### src/rtl/descale_result_collector.sv
// ---------------------------------------------------------------------------
// descale_result_collector
//
// Sits at the output of the descale stage. Each cycle that `done` is high, one
// finished (x, y, z, InsTag) result is captured into a small circular FIFO.
// The FIFO head is presented downstream under a valid/ready handshake. This
// lets a consumer that may stall (writeback, host interface) sit behind a
// descale pipeline that cannot stall.
//
// The FIFO is first-word-fall-through with registered outputs. The head entry
// lives in the output registers (x_result .. InsTagResult), so a result
// captured into an empty FIFO appears on the outputs on the cycle after
// `done`. No input reaches any output combinationally.
//
// Parameters:
//   DEPTH        FIFO entries. Must be a power of two and at least 2.
//
// Ports:
//   clock        rising-edge clock
//   reset        asynchronous, active-high reset
//   x_in/y_in/z_in  32-bit descaled results (opaque payload)
//   done         result strobe; one result per high cycle, cannot be stalled
//   InsTag_in    8-bit instruction tag travelling with the result
//   ResultReady  consumer takes the head entry this cycle
//   x_result/y_result/z_result/InsTagResult  head entry
//   ResultValid  head entry is valid
//   count        occupancy, 0..DEPTH
//   full         count == DEPTH
//   overflow     sticky; set when a result had to be dropped
//   tag_seq_err  (only with COLLECTOR_TAG_CHECK_EN) sticky; set when an
//                accepted tag is not the previous accepted tag + 1
//
// Optional feature macro: COLLECTOR_TAG_CHECK_EN enables the tag sequence
// checker and the tag_seq_err port. Without it the block has no checker.
// ---------------------------------------------------------------------------
module descale_result_collector #(
    parameter int DEPTH = 8
) (
    input  logic                       clock,
    input  logic                       reset,
    input  logic [31:0]                x_in,
    input  logic [31:0]                y_in,
    input  logic [31:0]                z_in,
    input  logic                       done,
    input  logic [7:0]                 InsTag_in,
    input  logic                       ResultReady,
    output logic [31:0]                x_result,
    output logic [31:0]                y_result,
    output logic [31:0]                z_result,
    output logic [7:0]                 InsTagResult,
    output logic                       ResultValid,
    output logic [$clog2(DEPTH):0]     count,
    output logic                       full,
    output logic                       overflow
`ifdef COLLECTOR_TAG_CHECK_EN
    ,
    output logic                       tag_seq_err
`endif
);

    localparam int AW = $clog2(DEPTH);
    localparam int CW = AW + 1;
    localparam int EW = 104;

    // Entry packing: {x, y, z, tag}
    logic [EW-1:0]  in_entry;
    logic [EW-1:0]  head_next;
    logic [EW-1:0]  mem [DEPTH];

    logic [AW-1:0]  wr_ptr_reg;
    logic [AW-1:0]  rd_ptr_reg;
    logic [AW-1:0]  rd_ptr_next;
    logic [AW-1:0]  wr_ptr_next;
    logic [CW-1:0]  count_next;

    logic           pop;
    logic           accept;
    logic           bypass;

    assign in_entry = {x_in, y_in, z_in, InsTag_in};

    always_comb begin
        pop         = ResultValid & ResultReady;
        // A full FIFO still accepts when the head leaves in the same cycle:
        // the slot being written is the one the popped head occupied.
        accept      = done & (~full | pop);
        count_next  = count + CW'(accept) - CW'(pop);
        rd_ptr_next = rd_ptr_reg + AW'(pop);
        wr_ptr_next = wr_ptr_reg + AW'(accept);
        // The entry that becomes head next cycle is being written right now
        // only when it lands in the slot the read pointer moves onto, i.e.
        // the FIFO is (or becomes) otherwise empty. Forward it from the
        // input; memory does not hold it yet.
        bypass      = accept && (wr_ptr_reg == rd_ptr_next);
        head_next   = bypass ? in_entry : mem[rd_ptr_next];
    end

    // Storage array: no reset, so it maps onto plain RAM. A write during
    // reset is harmless because the pointers are held at zero and the
    // occupancy at zero, so the slot is treated as empty.
    always_ff @(posedge clock) begin
        if (accept) begin
            mem[wr_ptr_reg] <= in_entry;
        end
    end

    // Control and output registers.
    always_ff @(posedge clock or posedge reset) begin
        if (reset) begin
            wr_ptr_reg   <= '0;
            rd_ptr_reg   <= '0;
            count        <= '0;
            full         <= 1'b0;
            overflow     <= 1'b0;
            ResultValid  <= 1'b0;
            x_result     <= '0;
            y_result     <= '0;
            z_result     <= '0;
            InsTagResult <= '0;
        end else begin
            wr_ptr_reg  <= wr_ptr_next;
            rd_ptr_reg  <= rd_ptr_next;
            count       <= count_next;
            full        <= (count_next == CW'(DEPTH));
            ResultValid <= (count_next != '0);
            // Outputs only move when there is a head to show; otherwise they
            // keep their last (don't-care) contents.
            if (count_next != '0) begin
                {x_result, y_result, z_result, InsTagResult} <= head_next;
            end
            if (done && !accept) begin
                overflow <= 1'b1;
            end
        end
    end

`ifdef COLLECTOR_TAG_CHECK_EN
    // Tag sequence checker: each accepted tag should be the previous
    // accepted tag + 1 (mod 256), starting from 0 after reset. Dropped
    // results are invisible to the checker.
    logic [7:0] expected_tag_reg;

    always_ff @(posedge clock or posedge reset) begin
        if (reset) begin
            expected_tag_reg <= 8'h00;
            tag_seq_err      <= 1'b0;
        end else if (accept) begin
            expected_tag_reg <= InsTag_in + 8'h01;
            if (InsTag_in != expected_tag_reg) begin
                tag_seq_err <= 1'b1;
            end
        end
    end
`endif

endmodule

### config.mk
export PLATFORM = sky130hd
export DESIGN_NAME = descale_result_collector
export DESIGN_NICKNAME = d
export VERILOG_FILES = /design/src/rtl/descale_result_collector.sv
export SDC_FILE = /design/constraint.sdc
export NUM_CORES = 1
export LEC_CHECK = 0
export ABC_AREA = 0
export CORE_MARGIN = 2
export CORE_UTILIZATION = 30
export DETAILED_ROUTE_END_ITERATION = 10
export DONT_BUFFER_PORTS = 1
export SKIP_LAST_GASP = 1
export SLEW_MARGIN = 5
export SYNTH_ARGS = -nofsm -noshare
export SYNTH_HDL_FRONTEND = slang
export SYNTH_SLANG_ARGS = --single-unit
export TNS_END_PERCENT = 50
### constraint.sdc
create_clock -name clock -period 25.5 [get_ports clock]
set_input_delay 5.1 -clock clock [delete_from_list [all_inputs] [get_ports clock]]
set_output_delay 5.1 -clock clock [all_outputs]
set_load 0.01 [all_outputs]
==> After elaboration in Yosys (flattened, before gate mapping) <==
Memories as Yosys holds them, arrays and structs flattened. A register that Yosys moved wholly into a read port is not among the register bits.
Cells that the tools add are included.
{ "op_classes": {"addsub": 4, "eq_ne": 1, "mux": 2, "n_bitwise": 4, "reduce_logical": 3} }
{ "ops": {"columns": ["operator", "count"], "rows": [
  ["adder 3 x 1 -> 3 bit", 2],
  ["adder 4 x 1 -> 4 bit", 1],
  ["equality test 4 bit, second input constant", 1],
  ["nonzero test 4 bit", 1],
  ["subtractor 4 x 1 -> 4 bit", 1],
  ["bitwise AND 1 bit", 2],
  ["two-way mux 1 bit", 2],
  ["logical AND 1 bit", 1],
  ["logical NOT 1 bit", 1],
  ["NOT 1 bit", 1],
  ["bitwise OR 1 bit", 1]
]} }
{ "word_totals": {"regBits": 13, "ram_bits": 832, "input_bits": 108, "out_inout_bits": 111, "word_cells": 21, "n_memories": 1} }
{ "memory_table": {"columns": ["memory", "depth", "word_bits", "read_ports", "rd_clocked_by_memory_dff", "write_ports", "line", "source"], "rows": [
  ["mem", 8, 104, 1, 1, 1, "68", "logic [EW-1:0] mem [DEPTH];"]
]} }

==> Depth between registers and ports, before layout <==
{ "depth": {"depth_word": 6, "ltp_mapped": 14, "mapped_depth_nobuf": 11} }

==> Worst setup path before layout <==
Ideal clock, no wire load.
{ "synth_path": {"path_kind": "input to register", "start": "in ResultReady", "end": "mem mem[0][0], enable pin", "setup_ps": 821, "arrival_ps": 15170, "required_time_ps": 24679, "setup_slack_ps": 9509, "stages": 3, "path_buffers": 0, "path_cell_list": "a21bo_2 -> nand2_1 -> nor4_1"} }
{ "synth_between": {"elab_chain_cells": 5} }
{ "synth_rtl": {"columns": ["item", "line", "source"], "rows": [
  ["start: declaration", "46", "input logic ResultReady,"],
  ["bitwise AND 1 bit", "83", "pop = ResultValid & ResultReady;"],
  ["bitwise OR 1 bit", "86", "accept = done & (~full | pop);"],
  ["bitwise AND 1 bit", "86", null],
  ["two-way mux 1 bit", "102", "if (accept) begin"],
  ["two-way mux 1 bit (implied by the code)", "103", "mem[wr_ptr_reg] <= in_entry;"],
  ["end: declaration", "68", null]
]} }
Every way passes these cells.

==> Final worst setup path <==
{ "layout_path": {"start": "in ResultReady", "end": "reg z_result[1] (read register of mem)"} }
{ "layout_between": {"elab_chain_cells": 6, "word_cells_on_any_way": 7, "cone_classes": "add/sub (3); bitwise (3); reduce/logical (1)"} }
{ "layout_rtl": {"columns": ["item", "line", "source"], "rows": [
  ["bitwise AND 1 bit *", "83", null],
  ["bitwise OR 1 bit", "86", null],
  ["bitwise AND 1 bit", "86", null],
  ["adder 4 x 1 -> 4 bit", "87", "count_next = count + CW'(accept) - CW'(pop);"],
  ["subtractor 4 x 1 -> 4 bit *", "87", null],
  ["named net count_next[1]", "74", "logic [CW-1:0] count_next;"],
  ["nonzero test 4 bit *", "128", "if (count_next != '0) begin"],
  ["end: declaration", "49", "output logic [31:0] z_result,"]
]} }
The timed path passes the listed nets; every way through them passes the cells marked *.
A chain may end at the register's enable or synchronous reset.

==> results.md <==
* Status: finished clean
* Psw at 2250 uW
* CP Class: in -> reg
* Total gr overflow at 0
* Mapped Area at 37,300 sq um
* Layout cells sized above 1 at 27.2%
* Largest Register: mem
* Drt drc at 0
* EDFF count, synth at 832
* Largest cells by area after synthesis: edfxtp_1 (67%), mux4_2 (13%), dfrtp_1 (7.9%), mux2_2 (3.1%), o31ai_1 (2.1%)
* CTS Hold Buffers Added at 0
* Placer Congestion at between 0.7 and 0.8
* Post-synth cell types at 33
* Setup crit end kind: register
* Critical path's top delay family: buffers and inverters
* Max-cap violation count at 0
* Max Transition Viols Final at 0
* I/O Pins at 219
* Sequential fraction of the synthesis area at 74.9%
* Starting DRT DRC Count at 2,147
* Period utilisation layout at 34.9%
* Hold Path Class: reg -> reg
* CP max FO at 106
* Antenna Nets Post-Route at 0
* Most common cell in the synthesized netlist: edfxtp_1
* Post-synth ARST share at about an eighth
* RSZ-0062 raised after global routing: no
* Max reg flops at 832
* Vias at 19,152
* Largest net degree at the start of global routing at 108
* Root Driver: clkbuf_16
* Die footprint at 127,000 sq um
* P_int at a little under 4000 uW
* Clock share of power at between 20% and 30%
* DP HPWL at roughly 50,000 um
* Die height at 357 um
* Synth Instances at 1,879
* CP max stage cell: buf_4
* Cell Chain, Critical Path: a21bo_2, nand2_1, ha_1, inv_1, ha_1, inv_1, fa_1, inv_1, nor3_4, buf_12, and3_4, buf_4, o31ai_1
* Worst slew pin tran at 1.25 ns
* NumNets Final at 1,986
* CTS tree: yes
* CTS buffer count at 103
* Input/output buffers at 0
* R2R cell count at 13
* Peak VDD IR at 0.000240 V
* First-pass GRT wire length at 145,000 um
* Worst reg2reg path startpoint: ResultValid$_DFF_PP0_
* Slew HR at around 17%
* Setup_tns at 0 ns
* Initial antenna violation count at 4
* Crit path DAT at 9.44 ns
* Worst path bufs/invs at 5
* Die Width at between 300 and 400 um
* DR pass1 iterations at 5
* Leakage at ~0.013 uW
* Total core area at between 100,000 and 150,000 sq um
* Post-route insts no fill at ~3,600
* Synth cell count leaders: edfxtp_1 (832), mux4_2 (208), dfrtp_1 (117), nor3_1 (108), nand4_1 (105)
* Fin util at 34.6%
* Top_reg_cell synth: edfxtp_1
* R2R Path End: z_result[1]$_DFFE_PP0P_
* All-Layer GR Usage at about 16%
* H-tree Lvls at 3
* Seq pwr share at 36.4%
* Vias in the first global route at between 20,000 and 25,000
* Worst endpoint required time at 26.05 ns
* Post-CTS setup repair buffer count at 0
* Sink Count at roughly 950
* Clock latency on the worst-skew pair at 0.72 ns
* FF+latch count, synth at between 900 and 1,000
* Leading area contributor after synthesis: edfxtp_1
* Startpoint types: primary input
* Most frequent CP cell: inv_1
* Switching share of power at 36.9%
* Hold Path Depth at 1
* Worst Skew at 0.0480 ns
* R2R Setup Slk at between 20 and 25 ns
* Fin. Hold Viols at 0
* Cts repair resizes at 0
* Net Count, Synth at ~2,000
* Syn. warnings at 0
* Combinational fraction of design power at 38.2%
* CP max stage delay at around 0.86 ns
* Worst-path clk slew at 0.06 ns
* Hold_sp: overflow$_DFFE_PP0P_
* Mean Syn Cell Area at 19.8 sq um
* # setup viols final at 0
* Post-Route WL at 99,900 um
* Mean routed wirelength per cell at 27.8 um
* Post-route minimum period at ~8.9 ns
* Initial Util at 30.2%
* Placed cells at 3,401
* Area Growth Syn to Fin at 14.6%
* Synth top area share at 67.0%
* WHS Endpoint: overflow$_DFFE_PP0P_
* F_max at 0.112 GHz
* PwrDens at 143 nW/um^2
* Max Root-Sink Buffers at 3
* Average vias per placed instance at 5.32
* Row Count at ~130
## per-layer routing
metal | vias up | track usage, % | wire (um)
met5 | - | 0 | 0
li1 | 7838 | - | -
met1 | 10298 | 20.9 | 41300
met4 | 0 | 4.85 | 2420
met2 | 873 | 24.4 | 46200
met3 | 143 | 5.30 | 9970
## power by group through the flow
stage / Sequential, uW / Combinational, uW / Clock [uW]
5_1_grt: 2250 / 2510 / 1640
2_1_floorplan: 2210 / 1670 / 0
6_report: 2220 / 2330 / 1550
3_3_place_gp: 2240 / 2320 / 0
3_5_place_dp: 2260 / 2350 / 0
4_1_cts: 2230 / 2360 / 1590
## layout make-up
class                      count  area [sq um]
clock inverter                69           779
multi-input combinational    771          8820
fill                       11394         80700
clock buffer                 126          2780
tap                         1637          2050
inverter                      10          42.5
timing repair buffer          34           343
sequential                   949         27900
antenna                        1          2.50
## worst register-to-register path, delay by kind of cell (launching register included)
family	cells	cell delay [ns]
AOI/OAI and AO/OA	2	0.54
adders and majority gates	3	0.96
buffers and inverters	5	1.65
DFF	1	0.43
and+or+nand+nor	3	1.26
## stage by stage
step | hold WS, ns | worst slack (ns) | power, uW | instance area [sq um]
global route | 0.591 | 16.24 | 6400 | 42700
CTS | 0.560 | 16.57 | 6170 | 42700
floorplan | 0.510 | 9.51 | 3880 | 37300
finish | 0.557 | 16.61 | 6100 | 42700
global placement | 0.525 | 15.84 | 4560 | 39200
detailed placement | 0.547 | 15.76 | 4610 | 39200
## kinds of logic (layout without fill, tap and decap cells)
| group | Yosys count | after routing | share of synthesized area [%] |
|---|---|---|---|
| flip-flops | 949 | 949 | 74.9 |
| adder cells (fa/ha/maj) | 9 | 9 | 0.322 |
| AND/OR/NAND/NOR | 231 | 231 | 3.47 |
| AO/OA/AOI/OAI | 212 | 212 | 3.58 |
| multiplexers | 311 | 311 | 15.7 |
| other | 0 | 1 | 0 |
| XOR/XNOR | 8 | 8 | 0.208 |
| buffers and inverters | 159 | 239 | 1.88 |
## how the worst max path moves through the flow
stage / cells after the start / slack, ns / start / endpoint
after floorplan: 3 / 9.51 / ResultReady / mem[0][0]$_DFFE_PP_
final: 13 / 16.61 / ResultReady / z_result[1]$_DFFE_PP0P_
after detailed placement: 10 / 15.76 / ResultReady / InsTagResult[2]$_DFFE_PP0P_
after global placement: 10 / 15.84 / ResultReady / x_result[22]$_DFFE_PP0P_
after global routing: 10 / 16.24 / ResultReady / InsTagResult[2]$_DFFE_PP0P_
after CTS: 10 / 16.57 / ResultReady / InsTagResult[2]$_DFFE_PP0P_
## layout by cell type (no fill, tap or decap), types with 7 or more instances in the layout
cell type,netlist,layout
clkinv_1,0,18
o31ai_1,104,104
nor3_1,108,104
clkbuf_1,89,11
bufinv_16,0,13
inv_1,10,9
edfxtp_1,832,832
buf_12,0,7
mux2_2,103,103
a21oi_1,104,104
nand4_1,105,105
mux4_2,208,208
clkinv_2,0,16
buf_4,13,27
dfrtp_1,117,117
clkbuf_8,0,12
clkbuf_16,0,103
clkinvlp_4,0,12
(Power assumes the default switching activity.)
